$ cat src/rtl/seq_stimulus_ctrl_pkg.sv
// Shared types and constants for the serial stimulus controller.
// Optional loop playback is selected with the SEQ_LOOP_EN macro (see seq_stimulus_ctrl.sv).
package seq_stimulus_ctrl_pkg;

    localparam int PAT_W = 16;
    localparam int LEN_W = 5;

    typedef enum logic [3:0] {
        S_IDLE  = 4'd0,
        S_LOAD  = 4'd1,
        S_RUN   = 4'd2,
        S_DRAIN = 4'd3,
        S_DONE  = 4'd4
    } state_t;

    // A len of 0, or any len longer than the pattern, plays the whole pattern
    function automatic logic [LEN_W-1:0] eff_len(input logic [LEN_W-1:0] l);
        return (l == '0 || l > LEN_W'(PAT_W)) ? LEN_W'(PAT_W) : l;
    endfunction

endpackage

$ cat src/rtl/seq_stimulus_ctrl_tick_div.sv
// Step-rate divider: tick fires on every TICK_DIV-th enabled cycle, counting from a clear.
module tick_div #(
    parameter int TICK_DIV = 4
) (
    input  logic clk,
    input  logic rst_n,
    input  logic clr,
    input  logic en,
    output logic tick
);

    localparam int CW = (TICK_DIV > 1) ? $clog2(TICK_DIV) : 1;

    logic [CW-1:0] cnt;

    assign tick = en && (cnt == CW'(TICK_DIV - 1));

    always_ff @(posedge clk or negedge rst_n) begin
        if (!rst_n)
            cnt <= '0;
        else if (clr)
            cnt <= '0;
        else if (en)
            cnt <= tick ? '0 : cnt + 1'b1;
    end

endmodule

$ cat src/rtl/seq_stimulus_ctrl.sv
// Plays a latched pattern MSB first into a sequence detector and counts its detections.
// Define SEQ_LOOP_EN to replay the pattern indefinitely instead of finishing after len bits.
module seq_stimulus_ctrl
    import seq_stimulus_ctrl_pkg::*;
#(
    parameter int TICK_DIV = 4,
    parameter int CNT_W    = 8
) (
    input  logic             Clock,
    input  logic             Resetn,
    input  logic             start,
    input  logic             abort,
    input  logic [15:0]      pattern,
    input  logic [4:0]       len,
    input  logic             z_in,
    output logic             w,
    output logic             step,
    output logic             busy,
    output logic             done,
    output logic [CNT_W-1:0] match_count,
    output logic [3:0]       state_code
);

`ifdef SEQ_LOOP_EN
    localparam bit LOOP = 1'b1;
`else
    localparam bit LOOP = 1'b0;
`endif

    state_t           state, nxt;
    logic [PAT_W-1:0] pat_q;
    logic [LEN_W-1:0] len_q;
    logic [LEN_W-1:0] idx;
    logic [3:0]       bsel;
    logic             w_q;
    logic             step_d;
    logic             tick;
    logic             div_en;
    logic             last;
    logic             bit_cur;

    assign div_en = (state == S_RUN);

    tick_div #(.TICK_DIV(TICK_DIV)) u_div (
        .clk   (Clock),
        .rst_n (Resetn),
        .clr   (!div_en),
        .en    (div_en),
        .tick  (tick)
    );

    assign step    = tick;
    assign last    = step && (idx == len_q - 1'b1);
    assign bsel    = 4'(LEN_W'(PAT_W - 1) - idx);
    assign bit_cur = pat_q[bsel];

    // w is live in a step cycle and otherwise replays the last bit sent
    assign w          = (state == S_IDLE) ? 1'b0 : (step ? bit_cur : w_q);
    assign busy       = (state == S_LOAD) || (state == S_RUN) || (state == S_DRAIN);
    assign done       = (state == S_DONE);
    assign state_code = state;

    always_comb begin
        nxt = state;
        case (state)
            S_IDLE:  if (start && !abort) nxt = S_LOAD;
            S_LOAD:  nxt = S_RUN;
            S_RUN:   if (last) nxt = LOOP ? S_RUN : S_DRAIN;
            S_DRAIN: nxt = S_DONE;
            S_DONE:  nxt = S_IDLE;
            default: nxt = S_IDLE;
        endcase
        if (state != S_IDLE && abort)
            nxt = S_IDLE;
    end

    always_ff @(posedge Clock or negedge Resetn) begin
        if (!Resetn)
            state <= S_IDLE;
        else
            state <= nxt;
    end

    always_ff @(posedge Clock or negedge Resetn) begin
        if (!Resetn) begin
            pat_q  <= '0;
            len_q  <= '0;
            idx    <= '0;
            w_q    <= 1'b0;
            step_d <= 1'b0;
        end else begin
            step_d <= step;
            if (state == S_LOAD) begin
                idx <= '0;
                w_q <= 1'b0;
            end else if (step) begin
                idx <= last ? '0 : idx + 1'b1;
                w_q <= bit_cur;
            end
            if (state == S_IDLE && start && !abort) begin
                pat_q <= pattern;
                len_q <= eff_len(len);
            end
        end
    end

    // Detector output is judged one cycle after each step, saturating
    always_ff @(posedge Clock or negedge Resetn) begin
        if (!Resetn)
            match_count <= '0;
        else if (state == S_LOAD)
            match_count <= '0;
        else if (step_d && z_in && (state == S_RUN || state == S_DRAIN) && match_count != '1)
            match_count <= match_count + 1'b1;
    end

endmodule

$ cat config.mk
export PLATFORM = sky130hd
export DESIGN_NAME = seq_stimulus_ctrl
export DESIGN_NICKNAME = d
export VERILOG_FILES = /design/src/rtl/seq_stimulus_ctrl_pkg.sv /design/src/rtl/seq_stimulus_ctrl_tick_div.sv /design/src/rtl/seq_stimulus_ctrl.sv
export SDC_FILE = /design/constraint.sdc
export NUM_CORES = 1
export LEC_CHECK = 0
export ABC_AREA = 0
export CAP_MARGIN = 0
export CORE_MARGIN = 1
export CORE_UTILIZATION = 46
export DETAILED_ROUTE_END_ITERATION = 12
export PLACE_DENSITY = 0.75
export RECOVER_POWER = 100
export SLEW_MARGIN = 15
export SYNTH_ARGS = -nofsm -noshare
export SYNTH_HDL_FRONTEND = slang
export SYNTH_SLANG_ARGS = --single-unit
$ cat constraint.sdc
create_clock -name Clock -period 2.06 [get_ports Clock]
set_input_delay 0.618 -clock Clock [delete_from_list [all_inputs] [get_ports Clock]]
set_output_delay 0.618 -clock Clock [all_outputs]
set_load 0.05 [all_outputs]
==> run summary <==
The share of synthesized registers carrying an async set or reset was 1.00; the first-iteration detailed-routing DRC count was 122. The layout filler cell count came out at 365. When the netlist entered floorplanning its net count stood at 214. The cell area after placement is 0.00266 mm^2. The total wirelength of the detailed-routed design came out at 4.15 mm.

The layout cell share with drive strength beyond 1 was 0.314. The startpoint kind of the worst setup timing path was a flop. For the sequential-to-total area share from yosys stat, the log shows 0.493.

In this run the count of I/O pins placed on the die edge is 42. The worst slew slack as a fraction of its limit was 0.313; the core area was 0.00435 mm^2. After routing the design area is 0.00282 mm^2.

Among all flip-flop cells after synthesis, the most frequent one is sky130_fd_sc_hd__dfrtp_1. The post-layout worst setup margin was -0.510 ns. For this run, the top clock speed supported by timing is 0.389 GHz. After global routing the overflow that remains totals 0. The area growth from synthesis to layout was 35.5%. The buffer depth of the longest clock path is 2, and the y dimension of the die is 69.3 um. TritonCTS built the clock tree. The run gives 1561 as the via total after detailed routing. Setup repair after global routing could not meet its margin everywhere.

The run gives 0 as the initial antenna violation count. The tools report the total number of yosys warnings as 0. The multiplexer share of the synthesized area was 0.138; the post-route DRC violation count was 0. Clock tree root driver cell: sky130_fd_sc_hd__clkbuf_8. The tools report the critical path launch point as idx[0]. STA puts the critical path data required time at 1.44 ns. The peak fanout along the critical path is 3. Dividing the detail-routed via count by the number of cells gives 5.26. The run gives 0.000407 V as the peak supply drop. The die covers 0.00480 mm^2. The number of global-route vias before repair is 1520, and the number of enable flip-flop cells after synthesis is 0. In the synthesized netlist, the number of instances is 183.

By area, the combinational part of the netlist is dominated by simple AND/OR/NAND/NOR gates. Share of the clock period used by the worst path after layout: 1.25. The tools report the count of cell types in the netlist as 45.

Final antenna diode count: 0. For this run, the post-layout net count is 275. Post-synthesis share of cell area spent on full adders, half adders and majority gates: 0.0300. Clock-pin slew was measured on the worst setup and hold paths at 0.08 ns. The run gives 2.84 mm as the detailed placement HPWL. The final-report hold violation count was 0; the H-tree depth was 2. Kind of critical path: flop to output pin. The starting utilization of the core area was 0.478; the share of synthesized cell area in and, or, nand and nor gates was 0.178.

The run gives 42 as the pin count of the biggest net entering global routing. For this design, the sink count on the clock tree is 41. The reg-to-reg critical path startpoint was len_q[0]. The count of buffers added on input and output ports is 40.

At the end of routability-driven placement, the weighted congestion stood at 0.772. The first global-routing pass estimated 6.96 mm of wire. The cell area that synthesis handed to floorplanning was 0.00208 mm^2. Critical path endpoint category: an output pin. The tools report the count of hold-fix buffers inserted at cts as 0. In the layout the commonest cells are sky130_fd_sc_hd__dfrtp_1, sky130_fd_sc_hd__clkdlybuf4s50_1, sky130_fd_sc_hd__buf_4. The parity-gate share of the synthesized area counting xor and xnor cells is 0.0589, and the global router's overall resource usage is 0.183. In this run the static leakage power is 1.26 nW. The max capacitance violation total came out at 0. Slew at the pin with the worst max-slew slack: 1.03 ns.

For the number of core rows, the log shows 24. The utilization of the core after routing was 0.648; the time the final worst path needs with I/O delays and setup was 2.57 ns. In this run the critical register-to-register path is captured at idx[3].

Counting flops and latches in the post-synthesis netlist gives 41. The path category of the worst min-delay check is flop to flop. The power after layout was 2.06 mW. The post-route antenna net violation count was 0. The worst register-to-register path has a depth of 8. The minimum setup slack among reg-to-reg paths was 0.12 ns; the detailed-route wire length per cell was 14.0 um. Averaged over all synthesized cells, the footprint is 11.4 um^2.

Number of max-slew violations in the final report: 0. The checks that failed: negative setup slack. The area fraction in compound gates after synthesis is 0.0697, and the data arrival time at the worst-slack endpoint is 1.95 ns.

The run finished, with violations left. Setup violations remaining at the end of the flow were counted as 2. The tools report the endpoint of the most critical setup path as w.

The library cell used most frequently in the layout, excluding fill and tap cells, is sky130_fd_sc_hd__dfrtp_1. For this design the ratio of total power to cell area is 732 mW/mm^2. The pre-antenna-repair detailed-routing pass consisted of 4 iterations. The depth of the worst hold-timing path works out to 1. The clock reaches the later pin of the worst-skew pair after 0.30 ns. TritonCTS created 5 clock buffers. The logs give 0.00871 ns for the final clock skew and -0.214 ns for the pre-CTS setup slack. Chip width: 69.3 um.
-- cell type report --
cell class	instances	area (um^2)	share of cell area
inverters	5	22.5	0.00798
clock inverters	2	37.5	0.0133
repair buffers	63	556	0.197
flip-flops and latches	41	1030	0.365
clock buffers	6	82.6	0.0293
multi-input cells	128	1030	0.365
well taps	52	65.1	0.0231
-- power by group --
part           total (mW)  internal [mW]  switching (mW)  leakage (nW)
logic               0.413          0.232           0.181         0.672
registers           0.966          0.907          0.0589         0.526
clock network       0.685          0.394           0.291        0.0574
-- Yosys cell counts (all sizes together), types with 2 or more instances --
cell type / instances / area (um^2)
a21oi: 3 / 15.0
a22o: 2 / 17.5
a31oi: 2 / 18.8
and2: 3 / 18.8
and3: 4 / 25.0
and3b: 2 / 18.8
buf: 6 / 35.0
clkbuf: 3 / 11.3
dfrtp: 41 / 1030
ha: 5 / 62.6
inv: 5 / 18.8
mux2: 17 / 191
mux2i: 5 / 50.1
mux4: 2 / 45.0
nand2: 9 / 33.8
nand2b: 4 / 25.0
nand3: 5 / 25.0
nand3b: 4 / 30.0
nand4: 3 / 18.8
nor2: 17 / 66.3
nor2b: 3 / 18.8
nor3: 2 / 10.0
nor3b: 3 / 32.5
o21ai: 6 / 30.0
xnor2: 6 / 52.6
xor2: 8 / 70.1
-- metrics by stage --
stage	hold slack (ns)	TNS, ns	cells
2_1_floorplan	0.322	-0.331	183
3_3_place_gp	0.427	-0.778	284
3_5_place_dp	0.449	-0.995	284
4_1_cts	0.389	-0.508	293
5_1_grt	0.479	-0.647	297
6_report	0.455	-0.520	297
-- repair_timing --
item | CTS | global route
buffers inserted | 1 | 4
setup endpoints to repair | 3 | 4
pin swaps | 3 | 3
gates resized for setup | 4 | 6
-- critical path, stage by stage (launching register included) --
cell	delay, ns
sky130_fd_sc_hd__dfrtp_1	0.41
sky130_fd_sc_hd__mux4_2	0.50
sky130_fd_sc_hd__and3b_1	0.18
sky130_fd_sc_hd__a41oi_2	0.18
sky130_fd_sc_hd__o22ai_2	0.10
sky130_fd_sc_hd__o31a_2	0.13
sky130_fd_sc_hd__buf_6	0.15
-- layer usage --
metal | track usage | vias up | wire length [um]
li1 | - | 769 | -
met1 | 0.238 | 755 | 1860
met3 | 0.0538 | 7 | 151
met2 | 0.293 | 30 | 2070
met5 | 0 | - | 0
met4 | 0.0612 | 0 | 60
-- sequential cells by signal, indices dropped and copies added (netlist names) --
register     flops
len_q            5
u_div.cnt        2
idx              5
pat_q           16
step_d           1
match_count      8
state_code       3
w_q              1
-- worst min-delay path by stage --
stage | from | to | slack (ns)
floorplan | Resetn | idx[0] | 0.32
global placement | u_div.cnt[0] | u_div.cnt[0] | 0.43
detailed placement | u_div.cnt[0] | u_div.cnt[0] | 0.45
CTS | Resetn | match_count[0] | 0.39
global route | u_div.cnt[0] | u_div.cnt[0] | 0.48
finish | u_div.cnt[0] | u_div.cnt[0] | 0.45
-- cells by family after synthesis --
group,after synthesis
adder cells (fa/ha/maj),5
XOR/XNOR,14
buffers and inverters,14
AND/OR/NAND/NOR,64
other,1
multiplexers,24
AO/OA/AOI/OAI,20
flip-flops,41
Power figures use the tool's default switching activity.
